==> config.mk <==
export PLATFORM = sky130hd
export DESIGN_NAME = rr_mux
export DESIGN_NICKNAME = d
export VERILOG_FILES = /design/src/rtl/rr_mux.sv
export SDC_FILE = /design/constraint.sdc
export NUM_CORES = 1
export LEC_CHECK = 0
export CORE_AREA = 2 2 54 56
export DETAILED_ROUTE_END_ITERATION = 8
export DIE_AREA = 0 0 56 58
export PLACE_DENSITY = 0.85
export SYNTH_ARGS = -nofsm -noshare
export SYNTH_HDL_FRONTEND = slang
export SYNTH_SLANG_ARGS = --single-unit
==> constraint.sdc <==
create_clock -name clk -period 1.56 [get_ports clk]
set_input_delay 0.234 -clock clk [delete_from_list [all_inputs] [get_ports clk]]
set_output_delay 0.234 -clock clk [all_outputs]
set_load 0.05 [all_outputs]
==> src/rtl/rr_mux.sv <==
// N-input registered multiplexer with valid/ready on every channel.
// Channel choice is either an external select or a round-robin search starting at ptr.
module rr_mux #(
  parameter int WIDTH = 8,
  parameter int N     = 4,
  parameter int MODE  = 0,
  localparam int SELW = (N > 1) ? $clog2(N) : 1
) (
  input  logic                 clk,
  input  logic                 rst,
  input  logic [N-1:0]         in_valid,
  input  logic [N*WIDTH-1:0]   in_data,
  output logic [N-1:0]         in_ready,
  input  logic [SELW-1:0]      sel,
  output logic                 out_valid,
  output logic [WIDTH-1:0]     out_data,
  output logic [SELW-1:0]      out_src,
  input  logic                 out_ready
);

  // Handshake: a channel transfers when in_valid[k] && in_ready[k]; the output
  // transfers when out_valid && out_ready. in_ready never looks at in_data.

  logic [SELW-1:0]  ptr;
  logic [SELW-1:0]  gidx;
  logic [SELW-1:0]  cand;
  logic             found;
  logic [N-1:0]     grant;
  logic [WIDTH-1:0] gdata;
  logic             space;
  logic             xfer;
  int               s;

  always_comb begin
    found = 1'b0;
    gidx  = '0;
    cand  = '0;
    s     = 0;
    if (MODE == 0) begin
      for (int k = 0; k < N; k++) begin
        if (sel == SELW'(k)) begin
          found = in_valid[k];
          gidx  = sel;
        end
      end
    end else begin
      // Walk from the farthest offset back to ptr so the nearest valid channel wins.
      for (int i = N - 1; i >= 0; i--) begin
        s = int'(ptr) + i;
        if (s >= N) s = s - N;
        cand = SELW'(s);
        if (in_valid[cand]) begin
          found = 1'b1;
          gidx  = cand;
        end
      end
    end
  end

  always_comb begin
    grant = '0;
    gdata = '0;
    for (int k = 0; k < N; k++) begin
      grant[k] = found && (gidx == SELW'(k));
      if (grant[k]) gdata = in_data[k*WIDTH +: WIDTH];
    end
  end

  assign space    = !out_valid || out_ready;
  assign in_ready = rst ? '0 : (grant & {N{space}});
  assign xfer     = |in_ready;

  always_ff @(posedge clk) begin
    if (rst) begin
      out_valid <= 1'b0;
      out_data  <= '0;
      out_src   <= '0;
      ptr       <= '0;
    end else if (xfer) begin
      out_valid <= 1'b1;
      out_data  <= gdata;
      out_src   <= gidx;
      // Explicit wrap so non-power-of-two N never lets ptr reach N.
      ptr       <= (gidx == SELW'(N - 1)) ? '0 : gidx + 1'b1;
    end else if (out_valid && out_ready) begin
      out_valid <= 1'b0;
    end
  end

endmodule
==> metrics, run 1 <==
DR WL/cell=14.50 microns; worst flop-to-flop path startpoint=out_valid; clock skew after layout=0.002800 ns; Residual DRC=0; row count=19; overall track demand over capacity in global routing=18.42%; Die Outline Area=3248 sq um; WL final=3031 microns; async set-reset flop share out of synthesis=0%; number of failing hold endpoints at the final stage=0; area leader, netlist=dfxtp_1; sequential cell area=221.5 sq um; clock tree from TritonCTS=yes; CTS buffer count=3; cell with the most instances after synthesis=nand2_1; number of levels in the clock H-tree=1; outcome=finished, final reports clean; Port Buffer Count=55; crit path kind=register to primary output; most common flop cell mapped by yosys=dfxtp_1; number of nets with antenna violations after routing=0; largest stage delay on the critical path=0.32 ns; Die Span X=56 microns; Max Transition Viols Final=0; share of layout cells above drive strength 1=34.27%; worst hold slack=0.3332 ns; P_leak=0.6815 nW; boundary pin count=56; die extent in y=58 microns; setup slack after layout=0.03421 ns; power density normalized to cell area=595.2 nW/um^2; cell depth of the worst hold path=3; number of nets in the finished design=220; cell count of the worst reg-to-reg path=6; number of instances in the synthesized netlist=100; commonest cells in the netlist=nand2_1, nor2_1, dfxtp_1; maximum number of buffers from clock root to sink=2; portion of synthesized cell area occupied by the leading cell type=28.43%; detailed-route via count=1074; synth top area cells=dfxtp_1, nand2_1, a32o_1; Layout Cells excl Fill=209; number of DRC markers in iteration 0=33; sequential area share after synthesis=28.43%; number of synthesized flops with an enable pin=0; first drt pass iteration count=4; number of buffers inserted for hold repair after clock tree synthesis=0; Sink Count=11; pin count of the biggest net entering global routing=18; diode insertion count for antenna repair=0; DPL Wire Length=2190 microns; share of the clock period used by the worst path=97.81%; arrival time at the worst endpoint=1.29 ns; buffer type at the clock tree root=clkbuf_4; RSZ-0062 raised after global routing=true; Vias per Instance=5.139; register bit count reported by yosys=11; multi-input combinational cell area=576.8 sq um; warnings from Yosys=0; number of global-route vias before repair=1132; total grt overflow=0; VDD IR max=0.0007855 V; number of violations of the max-capacitance limit=0; number of nets in the synthesized netlist=141; Req. time, crit path=1.33 ns; worst setup slack before clock tree synthesis=-0.5459 ns; most prevalent standard cell on the critical path=nor2b_4; cells along the critical path=nor2b_4 -> or2_4 -> nor2b_4 -> buf_12; biggest fanout along the worst timing path=5; global-route wire length before repair=4781 microns; critical path launch point=out_valid; post-layout minimum cycle time=1.526 ns; mean instance size in the synthesized netlist=7.745 sq um; worst hold path class=input port to register; type of origin of the critical path=register; last element of the critical path=in_ready[3]; post-synth cell types=22; cell count after placement=196; number of fill cells=230; Worst-Margin Slew=0.2672 ns; area of the core=2663 sq um; netlist area before placement=774.5 sq um; # setup viols final=0; achievable clock frequency=655.4 MHz; total negative slack for setup checks=0 ns; clock transition at the registers of the reported paths=0.07 ns; worst relative slew slack=82.19%; slowest stage cell on the critical path=dfxtp_2; antenna violations before repair=0; Register-to-Register Setup Slack=0.21 ns; global placer's final weighted congestion=0.8730; starting utilization of the core area=29.09%; clock network latency to the later pin of the worst-skew pair=0.27 ns; endpoint kind of the worst setup timing path=primary output; terminus of the critical flop-to-flop path=out_data[1]; Syn-to-layout area delta=115.0%
[through the flow]
stage	utilization, %	total power (W)	instance area, sq um
global placement	56.02	0.0007474	1491
finish	62.55	0.0009912	1665
detailed placement	56.02	0.0007581	1491
floorplan	-	0.0005517	805.8
CTS	60.34	0.0009769	1607
global route	62.55	0.001040	1665
[power breakdown]
part | switching (W) | internal [W]
Combinational | 0.000232 | 0.000241
Sequential | 0.0000152 | 0.000306
Clock | 0.0000984 | 0.0000989
Total | 0.000346 | 0.000645
[layer usage]
metal / global-route usage (%) / routed length (microns) / up-vias
met4: 6.122 / 54 / 0
met1: 19.78 / 1152 / 494
li1: - / - / 521
met5: 0 / 0 / -
met2: 34.79 / 1578 / 53
met3: 5.134 / 245 / 6
[state kept, by name (all words and copies together) (netlist names)]
register / flops
out_valid: 1
out_src: 2
out_data: 8
[worst max-delay path, delay by kind of cell (launching register included)]
family | cells | cell delay [ns]
buffers and inverters | 1 | 0.14
AND/OR/NAND/NOR | 3 | 0.56
flip-flops | 1 | 0.32
[placed cells by master, fill, tap and decap left out, types with 2 or more instances in the layout]
cell type / instances
nor3b_4: 2
clkbuf_4: 3
buf_4: 29
a311oi_1: 4
clkdlybuf4s50_1: 32
a311oi_2: 4
nor2b_4: 4
a32o_1: 8
o21ai_0: 10
nor2_2: 2
buf_6: 7
dfxtp_1: 10
dlymetal6s2s_1: 4
buf_12: 5
dlygate4sd2_1: 4
nor2_1: 11
nor3_1: 2
nand2_1: 25
mux2i_1: 2
[timing repair]
action                                  4_1_cts  5_1_grt
setup buffers                                 8        1
gates resized for setup                      10       13
endpoints found under the setup margin       13        9
gates cloned                                  0        0
pin swaps                                     1        2
[kinds of logic after synthesis]
kind of cell	share of synthesized area, %
AND/OR/NAND/NOR	33.12
AO/OA/AOI/OAI	27.30
flip-flops	28.43
buffers and inverters	5.654
multiplexers	5.493
[worst min path at each step]
stage	startpoint	endpoint
2_1_floorplan	rst	out_data[3]
3_3_place_gp	out_data[5]	out_data[5]
3_5_place_dp	out_src[0]	out_src[0]
4_1_cts	out_src[0]	out_src[0]
5_1_grt	rst	out_src[0]
6_report	rst	out_src[0]
[area by class of cell]
cell class | instances | area share (%)
multi-input combinational | 82 | 34.64
timing repair buffer | 81 | 48.16
clock buffer | 4 | 1.578
tap | 31 | 2.329
sequential | 11 | 13.30
No activity file was read; power rests on OpenSTA's default activity.
==> inputs of run 2 (changes only) <==
Settings changed: CORE_AREA 2 2 54 56 to 2 2 43 45, DIE_AREA 0 0 56 58 to 0 0 45 47, DONT_BUFFER_PORTS set to 1, PLACE_DENSITY 0.85 to 0.76.
==> metrics, run 2 (same netlist as run 1, synthesis figures left out) <==
most common library cell in the layout ignoring fill and taps=nand2_1 (was clkdlybuf4s50_1); worst relative slew slack=63.65% (was 82.19%); worst setup slack before clock tree synthesis=-0.05019 ns (was -0.5459 ns); number of buffers inserted for hold repair after clock tree synthesis=0 (unchanged); setup slack after layout=0.02571 ns (was 0.03421 ns); starting utilization of the core area=46.89% (was 29.09%); post-route core utilization=61.59% (was 62.55%); clock network latency to the later pin of the worst-skew pair=0.26 ns (was 0.27 ns); clock transition at the registers of the reported paths=0.08 ns (was 0.07 ns); global placer's final weighted congestion=0.7044 (was 0.8730); number of global-route vias before repair=751 (was 1132); destination of the worst hold path=out_valid (was out_src[0]); Worst-Margin Slew=0.5444 ns (was 0.2672 ns); number of nets in the finished design=157 (was 220); CTS buffer count=3 (unchanged); Residual DRC=0 (unchanged); number of nets with antenna violations after routing=0 (unchanged); terminus of the critical flop-to-flop path=out_data[5] (was out_data[1]); Die Outline Area=2115 sq um (was 3248 sq um); cell count after placement=125 (was 196); top register by number of flip-flops=out_data (unchanged); global-route wire length before repair=3594 microns (was 4781 microns); max reg flops=8 (unchanged); arrival time at the worst endpoint=1.30 ns (was 1.29 ns); area of the core=1652 sq um (was 2663 sq um); # setup viols final=0 (unchanged); Max Transition Viols Final=0 (unchanged); Sink Count=11 (unchanged); WP buf/inv=1 (unchanged); share of layout cells above drive strength 1=28.70% (was 34.27%); WL final=2353 microns (was 3031 microns); number of DRC markers in iteration 0=11 (was 33); maximum number of buffers from clock root to sink=2 (unchanged); RSZ-0062 raised after global routing=true (unchanged); biggest fanout along the worst timing path=6 (was 5); Vias per Instance=6.485 (was 5.139); number of levels in the clock H-tree=1 (unchanged); die extent in y=47 microns (was 58 microns); multi-input combinational cell area=550.5 sq um (was 576.8 sq um); number of violations of the max-capacitance limit=0 (unchanged); number of fill cells=145 (was 230); post-layout minimum cycle time=1.534 ns (was 1.526 ns); worst flop-to-flop path startpoint=out_valid (unchanged); number of failing hold endpoints at the final stage=0 (unchanged); Register-to-Register Setup Slack=0.21 ns (about the same); top library cells by usage in the layout, fill and taps aside=nand2_1, buf_4, nor2_1 (was clkdlybuf4s50_1, buf_4, nand2_1); Die Span X=45 microns (was 56 microns); Port Buffer Count=0 (was 55); total negative slack for setup checks=0 ns (unchanged); cell count of the worst reg-to-reg path=6 (unchanged); type of origin of the critical path=register (unchanged); cell area after layout=1017 sq um (was 1665 sq um); total grt overflow=0 (unchanged); largest stage delay on the critical path=0.32 ns (about the same); detailed-route via count=856 (was 1074); boundary pin count=56 (unchanged); DR WL/cell=17.83 microns (was 14.50 microns); antenna violations before repair=0 (unchanged); clock skew after layout=0.005587 ns (was 0.002800 ns); slowest stage cell on the critical path=dfxtp_2 (unchanged); sequential cell area=221.5 sq um (unchanged); buffer type at the clock tree root=clkbuf_4 (unchanged); Syn-to-layout area delta=31.34% (was 115.0%); leading registers by flop count=out_data (8), out_src (2), out_valid (1) (unchanged); most prevalent standard cell on the critical path=nor2b_4 (unchanged); worst hold path class=input port to register (unchanged); VDD IR max=0.0006615 V (was 0.0007855 V); clock tree from TritonCTS=yes (unchanged); Req. time, crit path=1.33 ns (about the same); DPL Wire Length=1740 microns (was 2190 microns); Cell Area, Placed=945.9 sq um (was 1491 sq um); pin count of the biggest net entering global routing=18 (unchanged); crit path kind=register to primary output (unchanged); cell depth of the worst hold path=1 (was 3); overall track demand over capacity in global routing=23.16% (was 18.42%); row count=15 (was 19); achievable clock frequency=651.8 MHz (was 655.4 MHz); endpoint kind of the worst setup timing path=primary output (unchanged); power density normalized to cell area=796.7 nW/um^2 (was 595.2 nW/um^2); cells along the critical path=nor2b_4 -> or2_4 -> nor2b_4 -> buf_12 (unchanged); first drt pass iteration count=4 (unchanged); share of the clock period used by the worst path=98.35% (was 97.81%); Layout Cells excl Fill=132 (was 209); diode insertion count for antenna repair=0 (unchanged); Min-Delay Startpoint=rst (unchanged); family with the most delay on the worst path=simple AND/OR/NAND/NOR gates (unchanged); outcome=finished, final reports clean (unchanged); P_leak=0.3584 nW (was 0.6815 nW)
## run 2: power breakdown
| group | internal (W) | leakage [nW] | switching (W) |
|---|---|---|---|
| Sequential | 0.000306 | 0.0908 | 0.0000194 |
| Clock | 0.0000985 | 0.0150 | 0.0000968 |
| Combinational | 0.000116 | 0.253 | 0.000174 |
| Total | 0.000520 | 0.358 | 0.000291 |
## run 2: metrics by stage
step	hold slack (ns)	power, W
after CTS	0.02793	0.0007991
final	0.02851	0.0008104
after floorplan	0.3061	0.0005517
after global placement	0.3032	0.0005979
after global routing	0.01188	0.0008497
after detailed placement	0.3061	0.0006035
## run 2: worst max-delay path by stage
stage	startpoint	to	cells past startpoint
after floorplan	out_valid	in_ready[0]	3
after global placement	sel[0]	out_data[1]	4
after detailed placement	sel[0]	out_data[0]	4
after CTS	out_valid	in_ready[0]	4
after global routing	out_valid	in_ready[3]	4
final	out_valid	in_ready[0]	4
## run 2: cell type report
| type | instances | area share [%] |
|---|---|---|
| clock buffers | 4 | 2.583 |
| repair buffers | 18 | 19.43 |
| multi-input cells | 82 | 54.12 |
| flip-flops and latches | 11 | 21.77 |
| well taps | 17 | 2.091 |
## run 2: what timing repair did
| action | CTS | global route |
|---|---|---|
| pin swaps | 1 | 2 |
| resized for setup | 3 | 0 |
| setup endpoints to repair | 4 | 9 |
| buffers inserted | 1 | 2 |
## run 2: metal layers
metal	global-route usage, %	up-vias	part of all wire [%]
met5	0	-	0
met4	5.882	0	2.5
met3	5.769	6	7.2
met2	41.14	42	50
met1	28.04	411	40
li1	-	397	-
==> inputs of run 3 (changes only) <==
Settings changed: CORE_AREA 2 2 43 45 to 3 3 44 46, CTS_CLUSTER_DIAMETER set to 60, DIE_AREA 0 0 45 47 to 0 0 47 49.
==> metrics, run 3 (same netlist as run 1, synthesis figures left out) <==
leading registers by flop count=out_data (8), out_src (2), out_valid (1) (unchanged); clock tree from TritonCTS=yes (unchanged); crit path kind=register to primary output (unchanged); antenna violations before repair=0 (unchanged); clock transition at the registers of the reported paths=0.07 ns (was 0.08 ns); buffer type at the clock tree root=clkbuf_4 (unchanged); starting utilization of the core area=50.24% (was 46.89%); # setup viols final=0 (unchanged); top library cells by usage in the layout, fill and taps aside=nand2_1, buf_4, nor2_1 (unchanged); global-route wire length before repair=3588 microns (was 3594 microns); diode insertion count for antenna repair=0 (unchanged); boundary pin count=56 (unchanged); total grt overflow=0 (unchanged); WL final=2395 microns (was 2353 microns); clock skew after layout=0.0007984 ns (was 0.005587 ns); total negative slack for setup checks=0 ns (unchanged); post-layout minimum cycle time=1.539 ns (was 1.534 ns); worst setup slack before clock tree synthesis=-0.04502 ns (was -0.05019 ns); pin count of the biggest net entering global routing=18 (unchanged); Sink Count=11 (unchanged); P_leak=0.3625 nW (was 0.3584 nW); Die Span X=47 microns (was 45 microns); number of global-route vias before repair=748 (was 751); endpoint kind of the worst setup timing path=primary output (unchanged); Req. time, crit path=1.33 ns (about the same); row count=14 (was 15); RSZ-0062 raised after global routing=true (unchanged); worst relative slew slack=65.90% (was 63.65%); family with the most delay on the worst path=simple AND/OR/NAND/NOR gates (unchanged); power density normalized to cell area=801.8 nW/um^2 (was 796.7 nW/um^2); outcome=finished, final reports clean (unchanged); arrival time at the worst endpoint=1.30 ns (about the same); achievable clock frequency=649.8 MHz (was 651.8 MHz); worst hold path class=input port to register (unchanged); share of layout cells above drive strength 1=28.45% (was 28.70%); CTS buffer count=3 (unchanged); share of the clock period used by the worst path=98.65% (was 98.35%); DR WL/cell=18.14 microns (was 17.83 microns); top register by number of flip-flops=out_data (unchanged); number of nets in the finished design=158 (was 157); DPL Wire Length=1737 microns (was 1740 microns); sequential cell area=221.5 sq um (unchanged); Worst-Margin Slew=0.5108 ns (was 0.5444 ns); number of violations of the max-capacitance limit=0 (unchanged); cells along the critical path=nor2b_4 -> or2_4 -> nor2b_4 -> buf_12 (unchanged); clock network latency to the later pin of the worst-skew pair=0.28 ns (was 0.26 ns); slowest stage cell on the critical path=dfxtp_2 (unchanged); setup slack after layout=0.02108 ns (was 0.02571 ns); Syn-to-layout area delta=32.47% (was 31.34%); VDD IR max=0.0004393 V (was 0.0006615 V); Die Outline Area=2303 sq um (was 2115 sq um); overall track demand over capacity in global routing=21.49% (was 23.16%); Min-Delay Startpoint=rst (unchanged); Residual DRC=0 (unchanged); largest stage delay on the critical path=0.32 ns (about the same); critical path launch point=out_valid (unchanged); worst flop-to-flop path startpoint=out_valid (unchanged); Vias per Instance=6.326 (was 6.485); number of fill cells=126 (was 145); number of failing hold endpoints at the final stage=0 (unchanged); multi-input combinational cell area=550.5 sq um (unchanged); area of the core=1541 sq um (was 1652 sq um); first drt pass iteration count=4 (unchanged); die extent in y=49 microns (was 47 microns); detailed-route via count=835 (was 856); number of levels in the clock H-tree=1 (unchanged); maximum number of buffers from clock root to sink=2 (unchanged); Cell Area, Placed=944.7 sq um (was 945.9 sq um); max reg flops=8 (unchanged); most common library cell in the layout ignoring fill and taps=nand2_1 (unchanged); cell area after layout=1026 sq um (was 1017 sq um); WP buf/inv=1 (unchanged); number of DRC markers in iteration 0=35 (was 11); number of nets with antenna violations after routing=0 (unchanged); Port Buffer Count=0 (unchanged); Max Transition Viols Final=0 (unchanged); type of origin of the critical path=register (unchanged); most prevalent standard cell on the critical path=nor2b_4 (unchanged); biggest fanout along the worst timing path=6 (unchanged); global placer's final weighted congestion=0.7277 (was 0.7044)
==> run 3: cell count changes in the layout (fill, tap and decap cells not counted), sizes merged <==
cell,delta
dlygate4sd3,+1
==> run 3: final timing paths <==
kind | end | slack [ns] | cells after the start
worst min register to register | out_data[4] | 0.50 | 2
worst min-delay path | out_data[2] | 0.01 | 1
worst max register to register | out_src[1] | 0.19 | 7
worst max-delay path | in_ready[1] | 0.02 | 4
==> run 3: area by class of cell <==
cell class	count	share of cell area (%)
Clock buffer	4	2.561
Multi-Input combinational cell	82	53.66
Sequential cell	11	21.59
Tap cell	16	1.951
Timing Repair Buffer	19	20.24
==> run 3: report_power, final <==
group	total, W	internal, W	switching, W
Combinational	0.000292	0.000118	0.000174
Sequential	0.000325	0.000306	0.0000193
Clock	0.000206	0.0000995	0.000107
==> run 3: through the flow <==
| stage | hold slack, ns | power, W | util, % | cells |
|---|---|---|---|---|
| finish | 0.01223 | 0.0008226 | 66.56 | 132 |
| global route | 0.008944 | 0.0008533 | 66.56 | 132 |
| CTS | 0.006615 | 0.0008057 | 63.64 | 128 |
| detailed placement | 0.3032 | 0.0006018 | 61.28 | 124 |
| global placement | 0.3035 | 0.0005974 | 61.28 | 124 |
| floorplan | 0.3061 | 0.0005517 | - | 100 |
==> run 3: timing repair <==
item | in CTS | in global routing
gates resized for setup | 3 | 0
setup endpoints to repair | 4 | 11
hold buffers | 0 | 1
hold endpoints to repair | 0 | 1
buffers inserted | 0 | 3
pin swaps | 1 | 2
==> run 3: layer usage <==
metal / up-vias / GRT usage (%) / wire (microns)
met5: - / 0 / 0
met4: 0 / 12.90 / 50
met3: 6 / 7.749 / 307
met2: 51 / 30.32 / 1166
met1: 379 / 26.97 / 870
li1: 399 / - / -
